**src/rtl/hazard_forward_unit.sv**
```systemverilog
// Hazard detection and operand-forwarding unit for a short in-order pipeline.
// Tracks the destination of the instructions in EX, MEM and WB. From that it
// produces a load-use stall, a post-redirect flush window, registered
// forwarding selects, a sticky halt state and a saturating stall counter.
//
// Ports:
//   clk, reset_n              clock, asynchronous active-low reset
//   id_valid                  ID stage holds a real instruction
//   id_rs1/id_rs2             ID source specifiers
//   id_use_rs1/id_use_rs2     the source is actually read
//   id_rd                     ID destination specifier
//   id_reg_write/id_mem_read  ID control bits
//   ex_redirect               taken control transfer resolved in EX
//   halt                      HLT decoded in ID
//   stall                     hold PC and IF/ID, bubble into EX (combinational)
//   flush                     kill IF/ID this cycle
//   fwd_a/fwd_b               EX operand select: 0 rf, 1 MEM/WB, 2 EX/MEM, 3 WB latch
//   halted                    sticky halt state
//   stall_count               saturating count of load-use stall cycles
module hazard_forward_unit #(
  parameter int unsigned REG_ADDR_W        = 2,
  parameter int unsigned FLUSH_CYCLES      = 1,
  parameter bit          ZERO_IS_HARDWIRED = 1'b0,
  parameter int unsigned CNT_W             = 16
) (
  input  logic                  clk,
  input  logic                  reset_n,
  input  logic                  id_valid,
  input  logic [REG_ADDR_W-1:0] id_rs1,
  input  logic [REG_ADDR_W-1:0] id_rs2,
  input  logic                  id_use_rs1,
  input  logic                  id_use_rs2,
  input  logic [REG_ADDR_W-1:0] id_rd,
  input  logic                  id_reg_write,
  input  logic                  id_mem_read,
  input  logic                  ex_redirect,
  input  logic                  halt,
  output logic                  stall,
  output logic                  flush,
  output logic [1:0]            fwd_a,
  output logic [1:0]            fwd_b,
  output logic                  halted,
  output logic [CNT_W-1:0]      stall_count
);

  localparam int unsigned FC_W = 3;
  localparam logic [FC_W-1:0] FLUSH_LOAD = FC_W'(FLUSH_CYCLES);

  typedef struct packed {
    logic                  valid;
    logic [REG_ADDR_W-1:0] rd;
    logic                  reg_write;
    logic                  mem_read;
  } slot_t;

  slot_t           ex_q, mem_q, wb_q;
  slot_t           id_entry_c;
  logic [FC_W-1:0] flush_cnt_q;
  logic            load_use_c;
  logic            bubble_c;
  logic            halt_accept_c;
  logic [1:0]      fwd_a_c, fwd_b_c;
  logic            unused_c;

  // A slot supplies source src when it writes that register and src is read.
  function automatic logic slot_match(input slot_t s,
                                      input logic [REG_ADDR_W-1:0] src,
                                      input logic use_src);
    return s.valid && s.reg_write && use_src && (s.rd == src) &&
           !(ZERO_IS_HARDWIRED && (src == '0));
  endfunction

  // Youngest producer wins.
  function automatic logic [1:0] fwd_sel(input slot_t ex_s, input slot_t mem_s,
                                         input slot_t wb_s,
                                         input logic [REG_ADDR_W-1:0] src,
                                         input logic use_src);
    if (slot_match(ex_s, src, use_src))  return 2'd2;
    if (slot_match(mem_s, src, use_src)) return 2'd1;
    if (slot_match(wb_s, src, use_src))  return 2'd3;
    return 2'd0;
  endfunction

  // Only the EX slot's load flag matters; older slots already have their data.
  assign unused_c = mem_q.mem_read ^ wb_q.mem_read;

  // Stall, flush, bubble and next-entry decode.
  always_comb begin
    flush         = 1'b0;
    load_use_c    = 1'b0;
    stall         = 1'b0;
    bubble_c      = 1'b0;
    halt_accept_c = 1'b0;
    id_entry_c    = '0;
    fwd_a_c       = 2'd0;
    fwd_b_c       = 2'd0;

    flush = (flush_cnt_q != '0);
    // A redirect squashes the ID instruction, so it never stalls.
    load_use_c = id_valid && ex_q.mem_read && !flush && !halted && !ex_redirect &&
                 (slot_match(ex_q, id_rs1, id_use_rs1) ||
                  slot_match(ex_q, id_rs2, id_use_rs2));
    stall    = load_use_c || halted;
    bubble_c = stall || flush || !id_valid || ex_redirect;
    halt_accept_c = halt && id_valid && !flush && !stall && !ex_redirect;

    if (!bubble_c) begin
      id_entry_c.valid     = 1'b1;
      id_entry_c.rd        = id_rd;
      id_entry_c.reg_write = id_reg_write;
      id_entry_c.mem_read  = id_mem_read;
      fwd_a_c = fwd_sel(ex_q, mem_q, wb_q, id_rs1, id_use_rs1);
      fwd_b_c = fwd_sel(ex_q, mem_q, wb_q, id_rs2, id_use_rs2);
    end
  end

  // Pipeline slot shift; keeps draining while halted since bubbles enter EX.
  always_ff @(posedge clk or negedge reset_n) begin
    if (!reset_n) begin
      ex_q  <= '0;
      mem_q <= '0;
      wb_q  <= '0;
    end else begin
      ex_q  <= id_entry_c;
      mem_q <= ex_q;
      wb_q  <= mem_q;
    end
  end

  // Flush window; a new redirect reloads rather than extends.
  always_ff @(posedge clk or negedge reset_n) begin
    if (!reset_n) begin
      flush_cnt_q <= '0;
    end else if (ex_redirect) begin
      flush_cnt_q <= FLUSH_LOAD;
    end else if (flush_cnt_q != '0) begin
      flush_cnt_q <= flush_cnt_q - FC_W'(1);
    end
  end

  // Forward selects, sticky halt and saturating stall counter.
  always_ff @(posedge clk or negedge reset_n) begin
    if (!reset_n) begin
      fwd_a       <= 2'd0;
      fwd_b       <= 2'd0;
      halted      <= 1'b0;
      stall_count <= '0;
    end else begin
      fwd_a <= fwd_a_c;
      fwd_b <= fwd_b_c;
      if (halt_accept_c) halted <= 1'b1;
      if (load_use_c && (stall_count != '1)) stall_count <= stall_count + CNT_W'(1);
    end
  end

endmodule

```
**config.mk**
```make
export PLATFORM = sky130hd
export DESIGN_NAME = hazard_forward_unit
export DESIGN_NICKNAME = d
export VERILOG_FILES = /design/src/rtl/hazard_forward_unit.sv
export SDC_FILE = /design/constraint.sdc
export NUM_CORES = 1
export LEC_CHECK = 0
export ABC_AREA = 1
export CAP_MARGIN = 20
export CORE_MARGIN = 3
export CORE_UTILIZATION = 40
export CTS_CLUSTER_SIZE = 40
export DETAILED_ROUTE_END_ITERATION = 8
export MAX_ROUTING_LAYER = met4
export PLACE_DENSITY = 0.74
export SYNTH_ARGS = -nofsm -noshare
export SYNTH_HDL_FRONTEND = slang
export SYNTH_SLANG_ARGS = --single-unit
```
**constraint.sdc**
```tcl
create_clock -name clk -period 1.6 [get_ports clk]
set_clock_uncertainty 0.05 [all_clocks]
set_input_delay 0.24 -clock clk [delete_from_list [all_inputs] [get_ports clk]]
set_output_delay 0.24 -clock clk [all_outputs]
set_load 0.05 [all_outputs]
```
==> reports/qor.csv <==
metric;value;unit
# rows;25;
first-pass GRT wire length;8840;um
Fin Hold WS;0.324;ns
H-tree levels;2;
WS Path Type;reg -> out;
Hold Startpoint;ex_q[4];
fin. max-slew vios;0;
r2r setup slk;-0.18;ns
syn nets;271;
total clock sinks;37;
Static Leak;1.44;nW
post-synthesis sequential area ratio;0.443;
post-synthesis async set-or-reset flop share;1.00;
commonest register cell after synthesis;dfrtp_1;
Boundary Pins;38;
DP HPWL;3420;um
CTS Buffer Depth;2;
status;finished with violations;
Req. time, crit path;1.31;ns
die footprint;0.00613;mm^2
startpoint types;register;
count leader, synth;nand2_1;
violated checks;negative setup slack;
Synth cell types;26;
Skew-Pair Late Insertion Delay;0.29;ns
Routed Antenna Nets;0;
Final Hold Vio Count;0;
Reg2Reg Depth;12;
#FFs+latches synth;37;
Wirelength per Cell;14.0;um
Cells after Synth;253;
Max rail drop VDD;618;uV
Post-synth EDFFs;0;
worst min path class;reg -> reg;
Max-Cap Viols;0;
antenna violations before repair;0;
post-synth top area share;0.443;
critical-path maximum fanout;2;
WHS Endpoint;mem_q[4];
layout cells sized above 1;0.402;
WP data arrival;1.58;ns
Die H;78.3;um
number of global-route vias before repair;1922;
GRT Util Overall;0.189;
most frequent cells after synthesis;64 x nand2_1, 39 x inv_1, 37 x dfrtp_1, 24 x nor2_1;
Post-route DRC;0;
largest net degree at the start of global routing;21;
minimum clock period;1.87;ns
Iteration-0 DRC Markers;123;
Hold Crit Depth;0;
element type at the critical path end;output pin;
reg-to-reg startpoint;flush_cnt_q[0];
Crit Reg-Reg Endpoint;stall_count[7];
P&R area growth vs syn;58.0;%
Slew Limit Headroom;0.701;
Worst Tran Pin Value;0.449;ns
largest area contributor in the netlist;dfrtp_1;
Initial Util;0.429;
Clk pin slew, worst setup/hold paths;0.07;ns
Port-buffer cells;37;
CTS Buf Count;5;
placed insts;376;
Finished Layout Cells;393;
Die X-Extent;78.3;um
Syn Area/Cell;8.27;um^2
DRT Wirelength;5490;um
nets;343;
Final setup viols;18;
total iterations of the first detailed-routing run;6;
overall via count from detail_route;1952;
top cells by area, synth;dfrtp_1 44%, nand2_1 11%, inv_1 7.0%;
RSZ-0062 raised after global routing;yes;
number of diodes;0;
CTS tree;done;
PD cells;673;mW/mm^2
Mapped Area;0.00209;mm^2
fmax;536;MHz
root cell of the clock tree;clkbuf_8;
GPL Wtd Cong;0.858;
fin worst setup slack;-0.266;ns
Synthesis Warnings;0;
Final Cycle Share;1.17;
CORE AREA;0.00488;mm^2
average vias per placed instance;4.97;
overflow left after global routing;0;
where the power goes:
| group | total [W] | switching [W] | internal [W] | leakage, nW |
|---|---|---|---|---|
| Clock | 0.000820 | 0.000352 | 0.000468 | 0.0554 |
| Sequential | 0.000972 | 0.0000138 | 0.000958 | 0.485 |
| Combinational | 0.000435 | 0.000203 | 0.000232 | 0.898 |
| Total | 0.00223 | 0.000569 | 0.00166 | 1.44 |
how the worst max path moves through the flow:
stage,startpoint,cells after the start,slack [ns],end
2_1_floorplan,flush_cnt_q[0],11,0.006,stall_count[9]
3_3_place_gp,ex_redirect,9,-0.13,stall
3_5_place_dp,id_rs1[0],9,-0.18,stall_count[7]
4_1_cts,flush_cnt_q[0],10,-0.29,stall
5_1_grt,flush_cnt_q[0],10,-0.34,stall
6_report,flush_cnt_q[0],10,-0.27,stall
through the flow:
step | setup slack (ns) | power, W | cell area [um^2] | utilization | setup TNS, ns
after floorplan | 0.00596 | 0.00112 | 2140 | - | 0
after global placement | -0.132 | 0.00129 | 2910 | 0.597 | -2.21
after detailed placement | -0.184 | 0.00131 | 2910 | 0.597 | -3.70
after CTS | -0.293 | 0.00221 | 3260 | 0.669 | -4.07
after global routing | -0.339 | 0.00232 | 3310 | 0.677 | -4.62
final | -0.266 | 0.00223 | 3310 | 0.677 | -3.18
state kept, by name, summed over array words and instances (netlist names):
| register | count |
|---|---|
| mem_q | 4 |
| wb_q | 4 |
| flush_cnt_q | 3 |
| halted | 1 |
| ex_q | 5 |
| fwd_b | 2 |
| fwd_a | 2 |
| stall_count | 16 |
timing repair:
| action | 4_1_cts | 5_1_grt |
|---|---|---|
| hold endpoints to repair | 17 | 0 |
| gates resized for setup | 36 | 8 |
| gates cloned | 2 | 1 |
| setup buffers | 7 | 1 |
| setup endpoints to repair | 26 | 30 |
| hold buffers | 1 | 0 |
| pin swaps | 1 | 5 |
worst max-delay path, cell delays in order, from the launching register on:
cell	delay [ns]
dfrtp_1	0.38
inv_2	0.05
ha_4	0.16
ha_4	0.15
nand4_1	0.07
inv_2	0.06
nand2_4	0.07
clkinv_4	0.06
nand2_4	0.08
nand2_4	0.05
buf_12	0.14
logic make-up (layout without fill, tap and decap cells):
logic type / count (synthesis) / count (layout) / synth area share
buffers and inverters: 46 / 119 / 0.0945
adders and majority gates: 3 / 3 / 0.0179
xor gates and xnor gates: 15 / 15 / 0.0628
DFF: 37 / 37 / 0.443
and+or+nand+nor: 127 / 127 / 0.293
AOI/OAI and AO/OA: 25 / 25 / 0.0891
per-layer routing:
layer / global-route usage / vias up / routed length, um / share of wire
met5: - / - / 0 / 0
met4: 0.0559 / 0 / 151 / 0.027
met3: 0.0401 / 18 / 303 / 0.055
met2: 0.327 / 64 / 2900 / 0.53
met1: 0.220 / 931 / 2140 / 0.39
li1: - / 939 / - / -
cell usage in the layout, fill, tap and decap left out, types with 2 or more instances in the layout:
master	n
inv_1	36
clkinv_4	2
o21ai_2	14
buf_6	2
xnor2_1	12
nand2_1	50
xor2_1	3
nand3_2	3
a21oi_2	2
nor2_1	24
nand2_2	4
nand4_1	8
ha_4	3
clkdlybuf4s50_1	13
dfrtp_2	14
dfrtp_1	23
clkbuf_8	5
a21oi_1	3
inv_2	4
nand3_1	14
buf_16	2
buf_4	28
nor2_4	3
o22ai_1	2
nand2_4	17
buf_12	20
o21ai_1	2
cell type report:
cell class,instances,area (um^2)
fill,366,1570
tap,67,83.8
inverter,43,170
sequential,37,943
clock buffer,6,72.6
multi-input combinational,170,1140
clock inverter,2,38.8
timing repair buffer,68,858
No activity file was read; power rests on OpenSTA's default activity.
==> RTL change: new RTL, same settings <==
Set the parameter `REG_ADDR_W` to 1 (it was 2).
--- a/src/rtl/hazard_forward_unit.sv
+++ b/src/rtl/hazard_forward_unit.sv
@@ -18,7 +18,7 @@
 //   halted                    sticky halt state
 //   stall_count               saturating count of load-use stall cycles
 module hazard_forward_unit #(
-  parameter int unsigned REG_ADDR_W        = 2,
+  parameter int unsigned REG_ADDR_W        = 1,
   parameter int unsigned FLUSH_CYCLES      = 1,
   parameter bit          ZERO_IS_HARDWIRED = 1'b0,
   parameter int unsigned CNT_W             = 16
Interface: changed (resized id_rd, id_rs1 and id_rs2); port bits go from 38 to 35. No check against the original RTL was run, so the function may have changed too.
==> RTL change against the unedited design <==
- the flow still finishes with violations (negative setup slack)
- critical path depth is the same
- sequential power shrank 7.3%
- first-iteration DRC count grew 9.8%
- critical path type unchanged
- power fell by 9.5%
- die area down 9.9%
- worst setup slack worse by 0.034 ns
- clock power decreased by 20%
- final cell count shrank 3.6%
- cell area decreased by 12%
- sequential cell count fell by 3
- wire length fell by 18%
- synthesized area shrank 11%
- register-to-register slack worse by 0.06 ns
==> RTL change: results (changes against the unedited design) <==
* Final nets at 341 (was 343)
* Routed len/inst at 11.9 um (was 14.0 um)
* Largest net degree at the start of global routing at 35 (was 21)
* Placed inst area at 0.00274 mm^2 (was 0.00291 mm^2)
* First-pass GRT wire length at 7370 um (was 8840 um)
* Routability cong. at 0.856 (was 0.858)
* Status: finished, violations left (unchanged)
* Failing checks: negative setup slack (unchanged)
* Seq/Total Area, Yosys at 45.5% (was 44.3%)
* Leak at 1.48 nW (was 1.44 nW)
* Pre-CTS setup slack at -0.150 ns (was -0.184 ns)
* Port Buf Inserts at 34 (was 37)
* Final WS setup at -0.300 ns (was -0.266 ns)
* Layout cell share with drive strength beyond 1 at 27.5% (was 40.2%)
* DRT iter0 DRCs at 135 (was 123)
* Post-synth cell types at 22 (was 26)
* Area grow syn2layout at 56.1% (was 58.0%)
* Crit path max-delay family: simple AND/OR/NAND/NOR gates (was flip-flops)
* Top post-synthesis cells by count: nand2_1, dfrtp_1, inv_1, nor2_1, nand3_1 (was nand2_1, inv_1, dfrtp_1, nor2_1)
* Detailed placement HPWL at 3310 um (was 3420 um)
* Synthesized instance count at 250 (was 253)
* Final setup viols at 18 (unchanged)
* Vias in the first global route at 1686 (was 1922)
* Syn_nets at 265 (was 271)
* Gr usage total at 17.8% (was 18.9%)
RTL change: changes by cell type after synthesis, sizes merged, moves of 3 or more:
| cell | delta |
|---|---|
| nand3 | -7 |
| nand4 | -3 |
| o21ai | -14 |
| inv | -9 |
| xnor2 | -5 |
| dfrtp | -3 |
| nand2 | +39 |
RTL change: path summary, 6_finish.rpt:
path | endpoint | slack, ns | depth (start not counted)
max | stall | -0.30 | 10
min | stall_count[13]$_DFFE_PN0P_ | 0.27 | 2
max reg2reg | stall_count[14]$_DFFE_PN0P_ | -0.24 | 14
min reg2reg | mem_q[1]$_DFF_PN0_ | 0.33 | 0
max in group asynchronous | stall_count[1]$_DFFE_PN0P_ | 1.05 | 2
min in group clk | mem_q[1]$_DFF_PN0_ | 0.33 | 0
RTL change: cells by family after synthesis:
kind of cell,count (synthesis),share of synthesized area [%]
fa+ha+maj,3,2.01
flops,34,45.5
compound gates,11,3.08
xor+xnor,9,4.22
simple gates,159,37.6
buf+inv,34,7.63
RTL change: repair_timing:
action / 4_1_cts / 5_1_grt
resized for setup: 7 / 1
buffers inserted: 5 / 0
pin swaps: 5 / 3
gates cloned: 1 / 0
endpoints found under the setup margin: 25 / 25
RTL change: power by group:
part           internal, W  switching [W]
registers         0.000888      0.0000123
clock network     0.000346       0.000313
logic             0.000247       0.000209
RTL change: layout make-up:
type | count | area share (%)
clock buffer | 6 | 2.83
timing repair buffer | 71 | 29.2
clock inverter | 2 | 0.429
multi-input combinational | 182 | 31.8
inverter | 32 | 4.29
sequential | 34 | 29.2
tap | 52 | 2.23
RTL change: routing by layer:
metal	GRT usage, %	vias to the layer above	part of all wire, %
met1	22.1	852	43
li1	-	920	-
met2	29.0	59	50
met3	4.19	11	5.4
met4	5.14	0	1.9
met5	-	-	0
